**config.mk**
```make
export PLATFORM = sky130hd
export DESIGN_NAME = frame_cmd_queue
export DESIGN_NICKNAME = d
export VERILOG_FILES = /design/src/rtl/frame_cmd_queue.sv
export SDC_FILE = /design/constraint.sdc
export NUM_CORES = 1
export LEC_CHECK = 0
export ABC_AREA = 0
export BUFFER_PORTS_ARGS = -buffer_cell sky130_fd_sc_hd__buf_2
export CAP_MARGIN = 40
export CELL_PAD_IN_SITES_DETAIL_PLACEMENT = 0
export CELL_PAD_IN_SITES_GLOBAL_PLACEMENT = 1
export CORE_ASPECT_RATIO = 1.2
export CORE_MARGIN = 4
export CORE_UTILIZATION = 50
export DETAILED_ROUTE_END_ITERATION = 8
export PLACE_DENSITY_LB_ADDON = 0.15
export SLEW_MARGIN = 25
export SYNTH_ARGS = -nofsm -noshare
export SYNTH_HDL_FRONTEND = slang
export SYNTH_SLANG_ARGS = --single-unit
```
**constraint.sdc**
```tcl
create_clock -name clk -period 4.1 [get_ports clk]
set_clock_uncertainty 0.1 [all_clocks]
set_input_delay 0.82 -clock clk [delete_from_list [all_inputs] [get_ports clk]]
set_output_delay 0.82 -clock clk [all_outputs]
set_load 0.005 [all_outputs]
```
**src/rtl/frame_cmd_queue.sv**
```systemverilog
// frame_cmd_queue
//   Avalon-MM write-side front end for the sprite command bus. CPU writes
//   to address 0 are buffered in a DEPTH-entry FIFO and replayed one word
//   per clock onto cmd_out, which feeds the writedata input of every sprite
//   display module. A buffer-swap word (bits[20:17] == 4'hF) issues with a
//   one-cycle frame_irq pulse and bumps a 16-bit frame counter.
//
//   Build option CMDQ_FRAME_SYNC_EN:
//     defined   - a swap word at the FIFO head is held until the next
//                 vertical-blank edge (vcount reaching VACTIVE), so all of a
//                 frame's updates reach the back buffer before the swap.
//     undefined - swap words drain like ordinary words; vcount is unused and
//                 the waiting status bit reads 0.
//
// Parameters
//   DEPTH    FIFO entries, power of two, 4..64
//   VACTIVE  vcount value of the first blanking line
// Ports
//   clk, reset     system clock, async active-high reset
//   chipselect     Avalon select
//   write, read    Avalon strobes
//   address        0 = command FIFO, 1 = control/status
//   writedata      Avalon write data
//   readdata       registered read data, holds until the next read
//   vcount         current VGA line
//   cmd_out        command word to display modules, 0 when idle
//   frame_irq      one-cycle pulse when a swap word is issued
//
// Control write (address 1): bit0 clears overflow, bit1 flushes the FIFO.
// Status read (address 1):
//   {frame_count[15:0], overflow, waiting, full, empty, 5'b0, level[6:0]}
module frame_cmd_queue #(
  parameter int DEPTH   = 16,
  parameter int VACTIVE = 480
) (
  input  logic        clk,
  input  logic        reset,
  input  logic        chipselect,
  input  logic        write,
  input  logic        read,
  input  logic        address,
  input  logic [31:0] writedata,
  output logic [31:0] readdata,
  input  logic [9:0]  vcount,
  output logic [31:0] cmd_out,
  output logic        frame_irq
);

  localparam int AW = $clog2(DEPTH);

  logic [31:0]   r_mem [DEPTH];
  logic [AW-1:0] r_wptr;
  logic [AW-1:0] r_rptr;
  logic [6:0]    r_level;
  logic          r_overflow;
  logic [15:0]   r_frame_count;
  logic [31:0]   r_cmd;
  logic          r_irq;
  logic [31:0]   r_readdata;

  logic          w_push_req;
  logic          w_ctrl_wr;
  logic          w_flush;
  logic          w_empty;
  logic          w_full;
  logic          w_push;
  logic          w_pop;
  logic          w_issue_swap;
  logic [31:0]   w_head;
  logic          w_head_swap;
  logic          w_waiting;
  logic [31:0]   w_status;

  assign w_push_req  = chipselect & write & ~address;
  assign w_ctrl_wr   = chipselect & write & address;
  assign w_flush     = w_ctrl_wr & writedata[1];
  assign w_empty     = (r_level == 7'd0);
  assign w_full      = (r_level == 7'(DEPTH));
  // A full FIFO rejects the push even if a pop frees a slot this cycle.
  assign w_push      = w_push_req & ~w_full;
  assign w_head      = r_mem[r_rptr];
  assign w_head_swap = (w_head[20:17] == 4'hF);

`ifdef CMDQ_FRAME_SYNC_EN
  typedef enum logic {S_RUN, S_WAIT_VBL} state_t;
  state_t     r_state;
  state_t     w_state_nxt;
  logic [9:0] r_vcount_q;
  logic       w_vbl_edge;

  // Only the first cycle of the blanking line counts; holding vcount at
  // VACTIVE does not re-trigger.
  assign w_vbl_edge = (vcount == 10'(VACTIVE)) && (r_vcount_q != 10'(VACTIVE));
  assign w_waiting  = (r_state == S_WAIT_VBL);

  always_ff @(posedge clk or posedge reset) begin
    if (reset) begin
      r_state    <= S_RUN;
      r_vcount_q <= 10'd0;
    end else begin
      r_state    <= w_state_nxt;
      r_vcount_q <= vcount;
    end
  end

  always_comb begin
    w_state_nxt  = r_state;
    w_pop        = 1'b0;
    w_issue_swap = 1'b0;
    case (r_state)
      S_RUN: begin
        // A swap at the head parks the queue; a vblank edge seen here is
        // deliberately not remembered.
        if (!w_empty) begin
          if (w_head_swap) w_state_nxt = S_WAIT_VBL;
          else             w_pop       = 1'b1;
        end
      end
      S_WAIT_VBL: begin
        // The head is always the parked swap word while in this state.
        if (w_vbl_edge) begin
          w_pop        = 1'b1;
          w_issue_swap = 1'b1;
          w_state_nxt  = S_RUN;
        end
      end
      default: w_state_nxt = S_RUN;
    endcase
    if (w_flush) begin
      w_state_nxt  = S_RUN;
      w_pop        = 1'b0;
      w_issue_swap = 1'b0;
    end
  end
`else
  logic w_unused_vcount;
  assign w_unused_vcount = ^vcount;
  assign w_waiting       = 1'b0;

  always_comb begin
    w_pop        = 1'b0;
    w_issue_swap = 1'b0;
    if (!w_empty && !w_flush) begin
      w_pop        = 1'b1;
      w_issue_swap = w_head_swap;
    end
  end
`endif

  // FIFO storage carries no reset; validity is tracked by the pointers.
  always_ff @(posedge clk) begin
    if (w_push) r_mem[r_wptr] <= writedata;
  end

  always_ff @(posedge clk or posedge reset) begin
    if (reset) begin
      r_wptr  <= '0;
      r_rptr  <= '0;
      r_level <= 7'd0;
    end else if (w_flush) begin
      r_wptr  <= '0;
      r_rptr  <= '0;
      r_level <= 7'd0;
    end else begin
      if (w_push) r_wptr <= r_wptr + 1'b1;
      if (w_pop)  r_rptr <= r_rptr + 1'b1;
      case ({w_push, w_pop})
        2'b10:   r_level <= r_level + 7'd1;
        2'b01:   r_level <= r_level - 7'd1;
        default: r_level <= r_level;
      endcase
    end
  end

  // Issue stage: w_pop is already suppressed by a flush, so cmd_out goes
  // to 0 the cycle after a flush.
  always_ff @(posedge clk or posedge reset) begin
    if (reset) begin
      r_cmd         <= 32'd0;
      r_irq         <= 1'b0;
      r_frame_count <= 16'd0;
    end else begin
      r_cmd <= w_pop ? w_head : 32'd0;
      r_irq <= w_issue_swap;
      if (w_issue_swap) r_frame_count <= r_frame_count + 16'd1;
    end
  end

  always_ff @(posedge clk or posedge reset) begin
    if (reset)                         r_overflow <= 1'b0;
    else if (w_push_req && w_full)     r_overflow <= 1'b1;
    else if (w_ctrl_wr && writedata[0]) r_overflow <= 1'b0;
  end

  assign w_status = {r_frame_count, r_overflow, w_waiting, w_full, w_empty,
                     5'b0, r_level};

  always_ff @(posedge clk or posedge reset) begin
    if (reset)                   r_readdata <= 32'd0;
    else if (chipselect && read) r_readdata <= address ? w_status : 32'd0;
  end

  assign cmd_out   = r_cmd;
  assign frame_irq = r_irq;
  assign readdata  = r_readdata;

endmodule

```
Word-level counts from Yosys, hierarchy flattened
Memory sizes are Yosys's and may differ from the RTL's.
Cells that the tools add are included.
- flip-flop bits (word level): 97
- bits in latches: 0
- bits in writable memories: 512
- memory bits (read-only): 0
- output and inout port bits: 65
- memories kept: 1
- $add $sub $neg: 5
- multiply operators: 0
- div/mod/pow operators: 0
- $lt $le $gt $ge: 0
- equal/unequal tests: 4
- shift operators: 0
- mux-type cells: 14
- bitwise gates (word level): 7
- reduce and logical (&&, ||, !) cells: 11
- memories (memory ; words ; bits a word ; read ports ; clocked after Yosys merged registers in ; wr ports ; RTL line ; text):
    r_mem ; 16 ; 32 ; 1 ; 0 ; 1 ; 51 ; logic [31:0] r_mem [DEPTH];
- operator list (cell ; number):
    $mux 32 ; 2
    $add 16x1->16 const B ; 1
    $mux 4 ; 4
    $pmux 7 s2 ; 1
    $add 4x1->4 const B ; 2
    $add 7x1->7 const B ; 1
    $eq 7x5->1 const B ; 1
    $logic_not 7->1 ; 1
    $mux 7 ; 1
    $sub 7x1->7 const B ; 1
    $mux 1 ; 6
    $reduce_bool 2->1 ; 3
    $and 1x1->1 ; 5
    $eq 4x4->1 const B ; 1
    $logic_and 1x1->1 ; 4
    $reduce_bool 3->1 ; 1
    $eq 2x1->1 const B ; 1
    $eq 2x2->1 const B ; 1
    $logic_not 1->1 ; 2
    $not 1->1 ; 2

Depth between registers and ports, before layout
Gate-level depths: netlist of the first run.
- word-level depth: 9
- depth in mapped cells: 15

Least setup slack after synthesis of the first run
No wires, ideal clock.
- path type: in2reg
- from: input chipselect
- to: register r_level[4]
- library setup time: 0.077 ns
- arrival time: 3.180 ns
- path slack: 0.743 ns
- stages on the path: 13
- path buffers: 1
- path through: nand2_1 nor3_2 inv_1 ha_1 clkbuf_1 xor2_1 ha_1 and3b_1 o21ai_0 nand2_1 xnor2_1 or3_1 a21oi_1
- longest elaborated chain between the ends: 9
- elaborated cells between the ends (all ways): 13
- those cells by class: eq/ne: 2; mux: 3; bitwise: 5; reduce/logical: 3
- RTL lines (what ; RTL line ; text):
    start, declared ; 38 ; input logic chipselect,
    $and 1x1->1 (*) ; 74, 75 ;
    $and 1x1->1 ; 75 ; assign w_ctrl_wr = chipselect & write & address;
    $and 1x1->1 ; 76 ; assign w_flush = w_ctrl_wr & writedata[1];
    $logic_not 1->1 ; 143 ; if (!w_empty && !w_flush) begin
    $logic_and 1x1->1 ; 143 ;
    $mux 1 ; 143 ;
    $eq 2x1->1 / $eq 2x2->1 (equally long branches) ; 167 ; case ({w_push, w_pop})
    $pmux 7 s2 ; 167 ;
    $mux 7 ; 160 ; end else if (w_flush) begin
    end signal, assigned ; 168 ; 2'b10: r_level <= r_level + 7'd1;
    end signal, assigned ; 169 ; 2'b01: r_level <= r_level - 7'd1;
    end signal, assigned ; 170 ; default: r_level <= r_level;
    end, declared ; 54 ; logic [6:0] r_level;
Every way passes the cells marked *; elsewhere a longest branch is shown, timed or not.
A chain may end at the register's enable or synchronous reset.

Worst setup path after layout of the first run
- from: register r_level[0]
- to: register r_level[6]
- longest elaborated chain between the ends: 7
- elaborated cells between the ends (all ways): 14
- those cells by class: add/sub: 2; eq/ne: 3; mux: 3; bitwise: 2; reduce/logical: 4
- RTL lines (what ; RTL line ; text):
    $logic_not 7->1 ; 77 ; assign w_empty = (r_level == 7'd0);
    $logic_not 1->1 ; 143 ;
    $logic_and 1x1->1 ; 143 ;
    $mux 1 ; 143 ;
    $eq 2x1->1 / $eq 2x2->1 (equally long branches) ; 167 ;
    $pmux 7 s2 ; 167 ;
    $mux 7 ; 160 ;
Several ways; a longest one is shown, not always the timed one.

==> metrics.md, run 1 <==
| Metric | Value |
|---|---|
| Area delta synth->final | 13.7% |
| Clk_lat worst skew | just over 0.6 ns |
| Vias in the first global route | about 11000 |
| CORE AREA | about 46000 sq um |
| Largest net degree at the start of global routing | 75 |
| Post-route ant nets | 0 |
| Post-synth top flop | edfxtp_1 |
| Initial Utilization | 50.8% |
| RSZ-0062 raised after global routing | false |
| Synth warn | 0 |
| Slew Limit Fails | 0 |
| CTS Root Cell | clkbuf_16 |
| Tmin final | approximately 3.5 ns |
| Final-layout fill cell count | about 3500 |
| Flop2flop setup slack | between 0.5 and 0.6 ns |
| Worst hold slack | a little under 0.09 ns |
| Crit path cell chain | nor3_1 > and4b_1 > nor3_2 > buf_4 > inv_1 > ha_1 > xor2_1 > ha_1 > and3b_1 > o21ai_0 > a21boi_0 > o211ai_1 > a21oi_1 > a31o_2 |
| Std-Cell Rows | between 80 and 90 |
| RD Place Congestion | between 0.7 and 0.8 |
| Setup bufs post-CTS | 0 |
| Yosys top cell area share | 65.5% |
| Clock Pin Slew Worst Setup and Hold Paths | 0.06 ns |
| Slowest cell delay on critical path | roughly 0.47 ns |
| Synth area leaders | edfxtp_1, mux4_2, dfrtp_1, nand2_1, and3_1 |
| Multi-input logic area | about 5400 sq um |
| Critical path endpoint category | flop |
| Via-to-Cell Ratio | 5.72 |
| Crit-path slowest cell | dfrtp_1 |
| Vias | around 11000 |
| Register area share after synthesis | between 70% and 80% |
| IO Port Bufs | 96 |
| #FFs+latches synth | roughly 600 |
| Sink Count | between 600 and 700 |
| Grt ovf | 0 |
| Num CTS Buffers | between 50 and 60 |
| Final nets | about 1300 |
| CP endpoint | r_level[6]$_DFFE_PP0P_ |
| Post-cts hold buffer count | 0 |
| Count leader, synth | edfxtp_1 |
| CP dominant cell by count | ha_1 |
| Final worst-path cycle share | a little under nine tenths |
| I/O pins | 113 |
| Synth unique cells | 52 |
| DP HPWL | ~26000 microns |
| Drt total wl | between 40000 and 50000 microns |
| CP required | between 4 and 5 ns |
| Critical Path Start Type | flop |
| Post-CTS sizing | 0 |
| Die height | 245 microns |
| DRT Pass-1 Iters | 5 |
| Worst VDD drop | 0.359 mV |
| Fmax | approximately 280 MHz |
| Storage cell area | around 18000 sq um |
| Synth Area per Inst | a little over 20 sq um |
| Async SR Flop Fraction | between 15 and 20% |
| Least-Margin Pin Slew | approximately 0.75 ns |
| Number of synthesized flops with an enable pin | just over 500 |
| Top cells by count, synth | edfxtp_1, mux4_2, dfrtp_1 |
| Total GRT Usage | slightly below 20% |
| Max_cap viols | 0 |
| Synth area leader | edfxtp_1 |
| Drt first-iter violations | 980 |
| Critical path class | reg2reg |
| CTS tree | yes |
| Cell count of the worst reg-to-reg path | 14 |
| TNS Setup | 0 ns |
| Synth Instances | roughly 1100 |
| Outcome | finished clean |
| Wirelength per Cell | approximately 25 microns |
| Htree depth | 2 |
| Die footprint | 50500 sq um |
| Max-slew headroom | 50.2% |
| Final setup fails | 0 |
| First-pass GRT wire length | around 74000 microns |
| Layout cells sized above 1 | roughly 31% |
| Crit path arrival time | ~4 ns |
| Die width | approximately 200 microns |
| Crit path max fanout | 11 |
| Leak | between 9 and 10 nW |
| Initial antenna violation count | 4 |
| R2r endpoint | r_level[6]$_DFFE_PP0P_ |
| Power per cell area | approximately 630 nW/um^2 |
| Final routed DRC violation total | 0 |
| Setup crit start | r_level[0]$_DFFE_PP0P_ |
| Hold/Removal Path Class | in2async |
| Worst flop-to-flop path startpoint | r_level[0]$_DFFE_PP0P_ |
| Final hold vios | 0 |
| CTS Buffer Depth | 3 |
| Synth Cell Area | roughly 23000 sq um |
[power by group]
group          switching (mW)  internal, mW  leakage, nW  total [mW]
Clock                    2.23          2.94        0.895        5.17
Sequential              0.360          7.06         5.76        7.42
Combinational            2.02          2.25         2.47        4.26
[kinds of logic (layout without fill, tap and decap cells)]
group                      count (synthesis)  count (layout)  share of synthesized area, %
other                                      1               7                        0.0160
DFF                                      603             603                          75.3
and+or+nand+nor                          188             188                          4.25
muxes                                    169             169                          15.2
adders and majority gates                 10              10                         0.533
buffers and inverters                     81             255                          1.95
xor gates and xnor gates                  27              27                          1.01
AOI/OAI and AO/OA                         63              63                          1.77
[worst min path at each step]
stage,from,end,slack (ns),depth (start not counted)
final,reset,cmd_out[9]$_DFF_PP0_,0.09,2
after global routing,reset,cmd_out[3]$_DFF_PP0_,0.1,2
after CTS,reset,r_level[6]$_DFFE_PP0P_,0.08,2
after detailed placement,readdata[19]$_DFFE_PP0P_,readdata[19]$_DFFE_PP0P_,0.36,2
after global placement,readdata[28]$_DFFE_PP0P_,readdata[28]$_DFFE_PP0P_,0.36,2
after floorplan,r_frame_count[15]$_DFFE_PP0P_,r_frame_count[15]$_DFFE_PP0P_,0.34,1
[worst max-delay path, delay by kind of cell, from the launching register on]
family	cells	cell delay, ns
and+or+nand+nor	4	0.86
DFF	1	0.47
adders and majority gates	2	0.65
buffers and inverters	2	0.28
xor gates and xnor gates	1	0.12
AOI/OAI and AO/OA	5	0.94
[per-stage QoR]
step	power, mW	cell area (sq um)	worst slack, ns	cells	utilization, %
floorplan	10.8	23500	0.743	1147	-
global placement	11.9	24800	0.539	1826	53.6
detailed placement	11.9	24800	0.555	1828	53.7
CTS	17.1	26600	0.589	1936	57.7
global route	17.7	26700	0.302	1937	57.8
finish	16.9	26700	0.564	1938	57.8
[layout by cell type, fill, tap and decap left out, types with 4 or more instances in the layout]
cell type	n
buf_2	96
o21ai_0	32
a21oi_1	8
xor2_1	6
buf_12	14
and2_2	16
inv_1	12
ha_1	10
nand3_1	9
clkinv_1	5
nor3_1	5
conb_1	6
mux2i_1	16
and3_1	35
nand2_1	69
nand3_2	11
clkbuf_8	7
buf_4	23
clkbuf_16	58
clkinv_2	8
clkbuf_1	19
mux4_2	150
edfxtp_1	512
clkinvlp_4	4
xnor2_1	21
nand4_1	5
dfrtp_1	88
nor2_1	20
[sequential cells by signal, summed over array words and instances (netlist names)]
signal,cells
r_wptr,4
r_frame_count,16
frame_irq,1
r_level,7
r_mem,512
readdata,26
cmd_out,32
r_overflow,1
r_rptr,4
[area by class of cell]
class                      count  share of cell area [%]
clock buffer                  84                    6.07
sequential                   603                    66.2
inverter                      14                   0.206
multi-input combinational    463                    20.2
antenna                        1                 0.00938
tap                          616                    2.89
clock inverter                24                   0.873
timing repair buffer         133                    3.50
[per-layer routing]
layer  part of all wire (%)  global-route usage [%]  up-vias
met2                     50                    32.4      295
li1                       -                       -     4845
met5                  0.080                       0        -
met4                    1.7                    4.97        6
met1                     43                    28.4     5877
met3                    5.4                    3.05       65
Note: power is estimated with default switching activity, not from simulation.
==> run 2, diff against run 1 <==
ABC_AREA = 1   (was 0)
==> run 2 against run 1 <==
Maximum frequency rose by 23%. Routed wire length is 20% higher. Critical path depth fell by 1. Sequential share of layout area shrank 1.3 points. Clock power increased by 2%. Worst hold slack gained 0.028 ns. Synthesized cell count is 64% higher. Via count increased by 36%. Count of clock-buffer cells in the layout is 1 lower. Combinational power is 35% higher. Largest cell class unchanged.
==> metrics.md, run 2 <==
| Metric | Value |
|---|---|
| Outcome | finished clean (unchanged) |
| DP Cell Count | 2519 (was 1828) |
| CORE AREA | 47200 sq um (was 46200 sq um) |
| Sw power | 6.54 mW (was 4.61 mW) |
| Drt first-iter violations | 1404 (was 980) |
| RSZ-0062 raised after global routing | false (unchanged) |
| Htree depth | 2 (unchanged) |
| R2r endpoint | r_level[6]$_DFFE_PP0P_ (unchanged) |
| Synth unique cells | 33 (was 52) |
| Critical path endpoint category | flop (unchanged) |
| Max-slew headroom | 38.9% (was 50.2%) |
| Switching part of the total | 35.5% (was 27.3%) |
| CTS Buffer Depth | 3 (unchanged) |
| Final worst-path cycle share | 70.3% (was 86.2%) |
| Largest net degree at the start of global routing | 164 (was 75) |
| Internal power | 11.9 mW (was 12.2 mW) |
| DP HPWL | 31800 microns (was 25600 microns) |
| Fin worst setup slack | 1.22 ns (was 0.564 ns) |
| Layout cells sized above 1 | 13.5% (was 31.0%) |
| Final nets | 2015 (was 1330) |
| #FFs+latches synth | 603 (unchanged) |
| DRT Pass-1 Iters | 5 (unchanged) |
| Drt total wl | 58600 microns (was 48800 microns) |
| Post-route insts no fill | 2634 (was 1938) |
| Power per cell area | 678 nW/um^2 (was 632 nW/um^2) |
| Sink Count | 603 (unchanged) |
| Die width | 208 microns (was 206 microns) |
| Yosys top cell area share | 64.2% (was 65.5%) |
| Post-synth top flop | edfxtp_1 (unchanged) |
| Fmax | 347 MHz (was 283 MHz) |
| Die footprint | 51500 sq um (was 50500 sq um) |
| Synth Area per Inst | 12.8 sq um (was 20.5 sq um) |
| Num CTS Buffers | 58 (was 57) |
| Least-Margin Pin Slew | 0.916 ns (was 0.747 ns) |
| CTS tree | yes (unchanged) |
| Dpl ws | 0.710 ns (was 0.555 ns) |
| Synth area leaders | edfxtp_1, dfrtp_1, o21ai_0, nor2_1, o221ai_1 (was edfxtp_1, mux4_2, dfrtp_1, nand2_1, and3_1) |
| Vias in the first global route | 14900 (was 11500) |
| Sequential power share | 40.4% (was 44.0%) |
| Via-to-Cell Ratio | 5.71 (was 5.72) |
| Setup crit start | r_level[0]$_DFFE_PP0P_ (unchanged) |
| Most frequent cells in the layout | edfxtp_1, o21ai_0, nor2_1, nand2_1, o221ai_1 (was edfxtp_1, mux4_2, buf_2, dfrtp_1, nand2_1) |
| Logic pwr share | 31.1% (was 25.3%) |
| Worst flop-to-flop path startpoint | r_level[0]$_DFFE_PP0P_ (unchanged) |
| Flop2flop setup slack | 1.22 ns (was 0.56 ns) |
| Vias | 15100 (was 11100) |
| Synth warn | 0 (unchanged) |
| Synth area leader | edfxtp_1 (unchanged) |
| Setup bufs post-CTS | 0 (unchanged) |
| Initial antenna violation count | 5 (was 4) |
| Most flop-heavy register | r_mem (unchanged) |
| Number of synthesized flops with an enable pin | 512 (unchanged) |
| Die height | 248 microns (was 245 microns) |
| CTS Root Cell | clkbuf_16 (unchanged) |
| Top cells by count, synth | edfxtp_1, nor2_1, o21ai_0 (was edfxtp_1, mux4_2, dfrtp_1) |
| I/O pins | 113 (unchanged) |
| Number of flip-flops under the largest register name | 512 (unchanged) |
| Tmin final | 2.88 ns (was 3.54 ns) |
| Critical path class | reg2reg (unchanged) |
| Initial Utilization | 50.7% (was 50.8%) |
| Cell count of the worst reg-to-reg path | 13 (was 14) |
| Crit path max fanout | 6 (was 11) |
| Register area share after synthesis | 73.7% (was 75.3%) |
| Critical Path Start Type | flop (unchanged) |
| Clk_lat worst skew | 0.62 ns (about the same) |
| TNS Setup | 0 ns (unchanged) |
| Clock Pin Slew Worst Setup and Hold Paths | 0.07 ns (was 0.06 ns) |
| Worst VDD drop | 0.415 mV (was 0.359 mV) |
| RD Place Congestion | 0.790 (was 0.733) |
| First-pass GRT wire length | 89400 microns (was 73700 microns) |
| Slew Limit Fails | 0 (unchanged) |
| Synth Instances | 1869 (was 1142) |
| Most common cell after layout, fill and taps aside | edfxtp_1 (unchanged) |
| Final hold vios | 0 (unchanged) |
| Post-CTS sizing | 0 (unchanged) |
| Cell area after layout | 27200 sq um (was 26700 sq um) |
| Fin util | 57.6% (was 57.8%) |
| Area delta synth->final | 13.6% (was 13.7%) |
| Post-route ant nets | 0 (unchanged) |
| Hold/Removal Path Class | in2async (unchanged) |
| Count leader, synth | edfxtp_1 (unchanged) |
| Max_cap viols | 0 (unchanged) |
| Wirelength per Cell | 22.3 microns (was 25.2 microns) |
| Synth Cell Area | 23900 sq um (was 23500 sq um) |
| Crit path arrival time | 3.32 ns (was 3.94 ns) |
| Leak | 9.68 nW (was 9.13 nW) |
| IO Port Bufs | 96 (unchanged) |
| Grt ovf | 0 (unchanged) |
| Cell Area, Placed | 25300 sq um (was 24800 sq um) |
| Final setup fails | 0 (unchanged) |
| CP required | 4.54 ns (was 4.50 ns) |
| Async SR Flop Fraction | 15.1% (unchanged) |
| Post-cts hold buffer count | 0 (unchanged) |
| Total GRT Usage | 22.5% (was 19.8%) |
| Clock network fraction of total power | 28.5% (was 30.7%) |
| Final routed DRC violation total | 0 (unchanged) |
| Std-Cell Rows | 87 (was 86) |
## run 2: how the worst max path moves through the flow
| stage | endpoint | slack (ns) | cells after the start |
|---|---|---|---|
| final | r_level[6]$_DFFE_PP0P_ | 1.22 | 13 |
| after floorplan | cmd_out[0]$_DFF_PP0_ | 0.82 | 1 |
| after global routing | r_level[6]$_DFFE_PP0P_ | 0.88 | 13 |
| after detailed placement | r_level[6]$_DFFE_PP0P_ | 0.71 | 13 |
| after global placement | r_level[6]$_DFFE_PP0P_ | 0.75 | 13 |
| after CTS | r_level[6]$_DFFE_PP0P_ | 1.15 | 13 |
## run 2: logic make-up after synthesis
logic type	after synthesis	synth area share, %
and+or+nand+nor	606	10.4
DFF	603	73.7
AOI/OAI and AO/OA	434	11.0
buffers and inverters	195	3.59
xor gates and xnor gates	20	0.731
adders and majority gates	10	0.522
other	1	0.0157
## run 2: per-layer routing
metal / GRT usage, % / share of wire, % / routed length [microns]
met5: 0 / 0.032 / 19
met4: 7.63 / 2.6 / 1540
met3: 3.10 / 5.9 / 3450
met2: 38.3 / 50 / 29000
met1: 30.1 / 42 / 24600
## run 2: final cells by class
type,count,area (sq um)
Tap cell,623,779
Sequential cell,603,17700
Timing Repair Buffer,143,972
Clock buffer,83,1680
Clock inverter,27,229
Multi-Input combinational cell,1076,5570
Antenna cell,4,10.0
Inverter,75,290
Fill cell,3798,20000
## run 2: worst max-delay path, cell delays in order (launching register included)
cell	delay (ns)
dfrtp_1	0.39
inv_1	0.15
nand4_1	0.16
nor3_1	0.43
nor2_2	0.16
ha_1	0.25
xor2_1	0.17
ha_1	0.18
or2_2	0.33
nand3_1	0.10
nand3b_1	0.10
nand2_1	0.07
nand2_1	0.04
o21ai_0	0.16
## run 2: power by group through the flow
stage	combinational [mW]	sequential (mW)	clock (mW)
after detailed placement	5.76	7.57	0
final	5.73	7.45	5.26
after global placement	5.63	7.56	0
after global routing	6.39	7.50	5.63
after CTS	5.78	7.45	5.37
after floorplan	3.86	7.49	0
## run 2: stage by stage
step / total power, mW / hold WS [ns]
after CTS: 18.6 / 0.102
after floorplan: 11.3 / 0.373
final: 18.4 / 0.116
after global routing: 19.5 / 0.130
after detailed placement: 13.3 / 0.369
after global placement: 13.2 / 0.367
